==> src/rtl/counter_updown_mod.sv <==
// Up/down modulo counter (0..MAX_VAL) with wrap/saturate, clear, clamped load and boundary status.
// Latency: one clock per count update, tc combinational; no backpressure, a command is taken every cycle.
module counter_updown_mod #(
  parameter int               WIDTH     = 8,
  parameter logic [WIDTH-1:0] MAX_VAL   = {WIDTH{1'b1}},
  parameter bit               SATURATE  = 1'b0,
  parameter logic [WIDTH-1:0] RESET_VAL = '0
) (
  input  logic             clk,
  input  logic             rst_n,
  input  logic             en,
  input  logic             up_dn,
  input  logic             clr,
  input  logic             load,
  input  logic [WIDTH-1:0] load_val,
  input  logic             ovf_clr,
  output logic [WIDTH-1:0] count,
  output logic             tc,
  output logic             bound_evt,
  output logic             ovf_sticky
);

  localparam logic [WIDTH:0] MAX_EXT = {1'b0, MAX_VAL};
  localparam logic [WIDTH:0] ONE_EXT = {{WIDTH{1'b0}}, 1'b1};

  logic [WIDTH-1:0] count_q, count_d;
  logic             bound_evt_q, bound_evt_d;
  logic             ovf_sticky_q, ovf_sticky_d;

  logic [WIDTH:0]   count_ext;
  logic [WIDTH:0]   step_up;
  logic [WIDTH:0]   step_dn;
  logic [WIDTH:0]   load_ext;
  logic [WIDTH-1:0] load_clamped;
  logic             at_top;
  logic             at_bottom;
  logic             boundary;
  logic             tc_c;

  // The extra bit makes both boundaries visible without extra comparators:
  // stepping past MAX_VAL exceeds MAX_EXT, stepping below zero sets the borrow.
  always_comb begin
    count_ext    = {1'b0, count_q};
    step_up      = count_ext + ONE_EXT;
    step_dn      = count_ext - ONE_EXT;
    load_ext     = {1'b0, load_val};
    at_top       = (step_up > MAX_EXT);
    at_bottom    = step_dn[WIDTH];
    boundary     = up_dn ? at_top : at_bottom;
    tc_c         = en & ~clr & ~load & boundary;
    load_clamped = (load_ext > MAX_EXT) ? MAX_VAL : load_val;
  end

  always_comb begin
    count_d = count_q;
    if (clr) begin
      count_d = RESET_VAL;
    end else if (load) begin
      count_d = load_clamped;
    end else if (en) begin
      if (boundary) begin
        if (!SATURATE) begin
          count_d = up_dn ? '0 : MAX_VAL;
        end
      end else begin
        count_d = up_dn ? step_up[WIDTH-1:0] : step_dn[WIDTH-1:0];
      end
    end
  end

  // A boundary step in the same cycle as ovf_clr keeps the flag set.
  always_comb begin
    bound_evt_d  = tc_c;
    ovf_sticky_d = tc_c | (ovf_sticky_q & ~ovf_clr);
  end

  always_ff @(posedge clk or negedge rst_n) begin
    if (!rst_n) begin
      count_q      <= RESET_VAL;
      bound_evt_q  <= 1'b0;
      ovf_sticky_q <= 1'b0;
    end else begin
      count_q      <= count_d;
      bound_evt_q  <= bound_evt_d;
      ovf_sticky_q <= ovf_sticky_d;
    end
  end

  assign count      = count_q;
  assign tc         = tc_c;
  assign bound_evt  = bound_evt_q;
  assign ovf_sticky = ovf_sticky_q;

endmodule

==> config.mk <==
export PLATFORM = sky130hd
export DESIGN_NAME = counter_updown_mod
export DESIGN_NICKNAME = d
export VERILOG_FILES = /design/src/rtl/counter_updown_mod.sv
export SDC_FILE = /design/constraint.sdc
export NUM_CORES = 1
export LEC_CHECK = 0
export ABC_AREA = 1
export ABC_CLOCK_PERIOD_IN_PS = 2000
export CAP_MARGIN = 10
export CORE_MARGIN = 2
export CORE_UTILIZATION = 55
export CTS_BUF_LIST = sky130_fd_sc_hd__clkbuf_16
export DETAILED_ROUTE_END_ITERATION = 8
export DONT_BUFFER_PORTS = 1
export PLACE_DENSITY = 0.73
export SLEW_MARGIN = 20
export SYNTH_ARGS = -nofsm -noshare
export SYNTH_HDL_FRONTEND = slang
export SYNTH_SLANG_ARGS = --single-unit
==> constraint.sdc <==
create_clock -name clk -period 2 [get_ports clk]
set_clock_uncertainty 0.1 [all_clocks]
set_input_delay 0.4 -clock clk [delete_from_list [all_inputs] [get_ports clk]]
set_output_delay 0.4 -clock clk [all_outputs]
set_load 0.1 [all_outputs]
==> results.yml <==
outcome:
  status: "finished, violations left"
  violations: "negative setup slack"
power:
  cellPowerDensity_nw_per_um2: 719
  clockPowerShare_pct: 32.9
  p_total_mw: 1.12
  combPwrFrac_pct: 43.7
  p_int_uw: 652
  leakagePower_nw: 0.822
  peakVddDrop_uv: 626
  switchingPower_uw: 467
  p_seq_share_pct: 23.3
  swShare_pct: 41.7
timing:
  final-setup-viol-count: 11
  fin_crit_ns: 2.66
  fin_crit_sh_pct: 133
  relSlewSlack_pct: 64.5
  worst_slew_pin_slew_ns: 0.532
  fmax_mhz: 376
  hold_viol_final: 0
  finalMaxSlewViolations: 0
  grt_setup_unrepaired: "true"
  setup_slack_ns: -0.662
clock_network:
  cts_max_level: 1
  clockBufferDepth: 2
  clkSlewWorstSetupHoldPaths_ns: 0.04
  clk_latency_ns: 0.24
  cts_num_sinks: 10
  cts_buffers: 3
  root_buffer: "clkbuf_16"
  cts_tree: "yes"
critical_path:
  cp_top_family: "simple AND/OR/NAND/NOR gates"
  arrival_ns: 2.16
  cp.required_ns: 1.50
  path_max_fanout: 4
  critPathLaunch: "count[1]$_DFFE_PN0P_"
  crit_cells: 14
  startpoint_type: "flip-flop"
  critPathBufInv: 4
  cp-endpoint: "tc"
  r2r_end: "count[1]$_DFFE_PN0P_"
  reg2reg_from: "count[1]$_DFFE_PN0P_"
  crit_top_cell: "nand2_2"
  critPathSlowestCell: "dfrtp_4"
  worst-setup-path-type: "reg -> out"
  endpoint_kind: "output pin"
  r2r_cells: 19
  slowest_delay_ns: 0.50
  rrSetupSlack_ns: -0.64
  crit_chain: "buf_6 -> buf_4 -> nand3_1 -> nand2_1 -> nand2_2 -> nand2_2 -> nor2_2 -> nand2_2 -> nand2_4 -> nand2_4 -> nand2_2 -> nand3_2 -> clkinvlp_4 -> buf_12"
yosys:
  synth_top_area_share_pct: 24.2
  ys_ff_latch: 10
  ys_types: 26
  postSynthCellCount: 172
  synth_top_area_cell: "nand2_1"
  syn_nets: 190
  synth_area_leaders: "nand2_1 (24%), dfrtp_1 (24%), nor2_1 (10%)"
  post_synth.cell_area_avg_um2: 6.03
  netlist_area_um2: 1040
  ys_warn_count: 0
  yosysSeqAreaShare_pct: 24.1
routing:
  detail_route.vias_per_cell: 5.81
  antenna_left: 0
  dr.pass1.iters: 4
  drc_errors: 0
  drt-initial-drc-count: 78
  finalWirelength_um: 4100
  num_vias: 1372
  routedWlPerCell_um: 17.4
global_route:
  grt.total_usage_pct: 31.2
  grt_max_degree: 17
  antenna_found_initial: 0
  grt_overflow: 0
  grt_pass1_wl_um: 4760
  grt_pass1_vias: 1073
min_path:
  min_path_type: "in -> reg"
  worstHoldStart: "ovf_clr"
floorplanning:
  ios: 26
  dieArea_um2: 2250
  die_height_um: 47.4
  die_width_um: 47.4
  start_util_pct: 59.4
  core_um2: 1750
  rows: 15
placement:
  post_dp_cell_area_um2: 1290
  gp_congestion: 0.883
  dp_hpwl_um: 2140
  port_buffers: 0
final_layout:
  nets: 230
  final_common_cell: "nand2_1"
  final_cell_mix: "nand2_1 (59), buf_4 (30), nor2_1 (25)"
  fin_util_pct: 89.2
  area_growth_pct: 50.1
  final_cell_area_um2: 1560
  layout-drive-gt1-share_pct: 41.2
  diodes: 0
flow_run:
  cap_viol_max_count: 0
[worst min-delay path by stage]
stage | end | slack [ns] | cells after the start
finish | ovf_sticky$_DFF_PN0_ | 0.27 | 3
global route | ovf_sticky$_DFF_PN0_ | 0.27 | 3
CTS | ovf_sticky$_DFF_PN0_ | 0.21 | 3
detailed placement | count[2]$_DFFE_PN0P_ | 0.005 | 0
global placement | count[2]$_DFFE_PN0P_ | 0.005 | 0
floorplan | bound_evt$_DFF_PN0_ | 0.004 | 0
[worst reg2reg max path, cell delays in order (launching register included)]
cell and delay, ns:
dfrtp_4 0.50, buf_6 0.14, buf_4 0.13, nand3_1 0.12, nand2_1 0.13, nand2_2 0.11, nand2_2 0.06, nor2_2 0.10
nand2_2 0.07, nand2_4 0.08, buf_4 0.11, buf_6 0.09, buf_6 0.09, buf_6 0.09, buf_6 0.09, buf_6 0.08
buf_4 0.09, nor2_1 0.03, o21ai_1 0.19, nand2_1 0.12
[registers in the layout (all words and copies together) (netlist names)]
name        flops
ovf_sticky      1
count           8
bound_evt       1
[timing repair]
| item | in CTS | in global routing |
|---|---|---|
| hold buffers | 1 | 0 |
| setup endpoints to repair | 7 | 11 |
| endpoints found under the hold margin | 10 | 0 |
| pin swaps | 3 | 11 |
| setup buffers | 1 | 9 |
| resized for setup | 6 | 21 |
[synthesized netlist by cell type]
cell / instances
clkinv_2: 1
o21ai_0: 3
nand2_4: 3
nor2_1: 29
nor2_2: 1
clkbuf_8: 2
or2_2: 1
inv_2: 2
inv_1: 16
nand2_1: 67
xor2_1: 3
nand4_1: 1
clkbuf_2: 2
buf_4: 1
nand2_2: 5
ha_1: 3
o22ai_1: 1
dfrtp_1: 10
o211ai_1: 1
o21bai_1: 1
nor2_4: 2
nand3b_1: 1
nand3_1: 12
nand3_2: 2
nor3_2: 1
o21ai_1: 1
[power groups by stage]
stage          logic [mW]  clock network (mW)  registers (mW)
2_1_floorplan       0.182                   0           0.380
3_3_place_gp        0.401                   0           0.258
3_5_place_dp        0.409                   0           0.259
4_1_cts             0.426               0.363           0.257
5_1_grt             0.514               0.380           0.262
6_report            0.489               0.368           0.261
[layer usage]
metal | GRT usage [%] | vias to the layer above | part of all wire (%) | routed length [um]
met5 | 0 | - | 0 | 0
met4 | 14.4 | 0 | 5.8 | 237
met3 | 6.42 | 30 | 11 | 432
met2 | 52.2 | 114 | 48 | 1970
met1 | 38.2 | 626 | 36 | 1460
li1 | - | 602 | - | -
[final cells by class]
| cell class | count | area (um^2) |
|---|---|---|
| clock buffers | 3 | 75.1 |
| flip-flops and latches | 10 | 270 |
| multi-input cells | 138 | 737 |
| repair buffers | 40 | 354 |
| inverters | 19 | 85.1 |
| fillers | 86 | 189 |
| clock inverters | 1 | 3.75 |
| well taps | 25 | 31.3 |
[stage by stage]
stage                     worst slack, ns  instances  hold slack [ns]  setup TNS (ns)
after CTS                          -0.501        227            0.210          -0.501
after global routing               -0.724        236            0.269           -2.66
after floorplan                    -0.568        172          0.00441           -1.05
final                              -0.662        236            0.265           -2.03
after detailed placement           -0.321        221          0.00478          -0.351
after global placement             -0.287        221          0.00480          -0.287
[cell families after synthesis]
kind of cell / synth area share, %
compound gates: 3.98
xor+xnor: 2.53
fa+ha+maj: 3.62
buf+inv: 11.3
flops: 24.1
simple gates: 54.4
(Power assumes the default switching activity.)
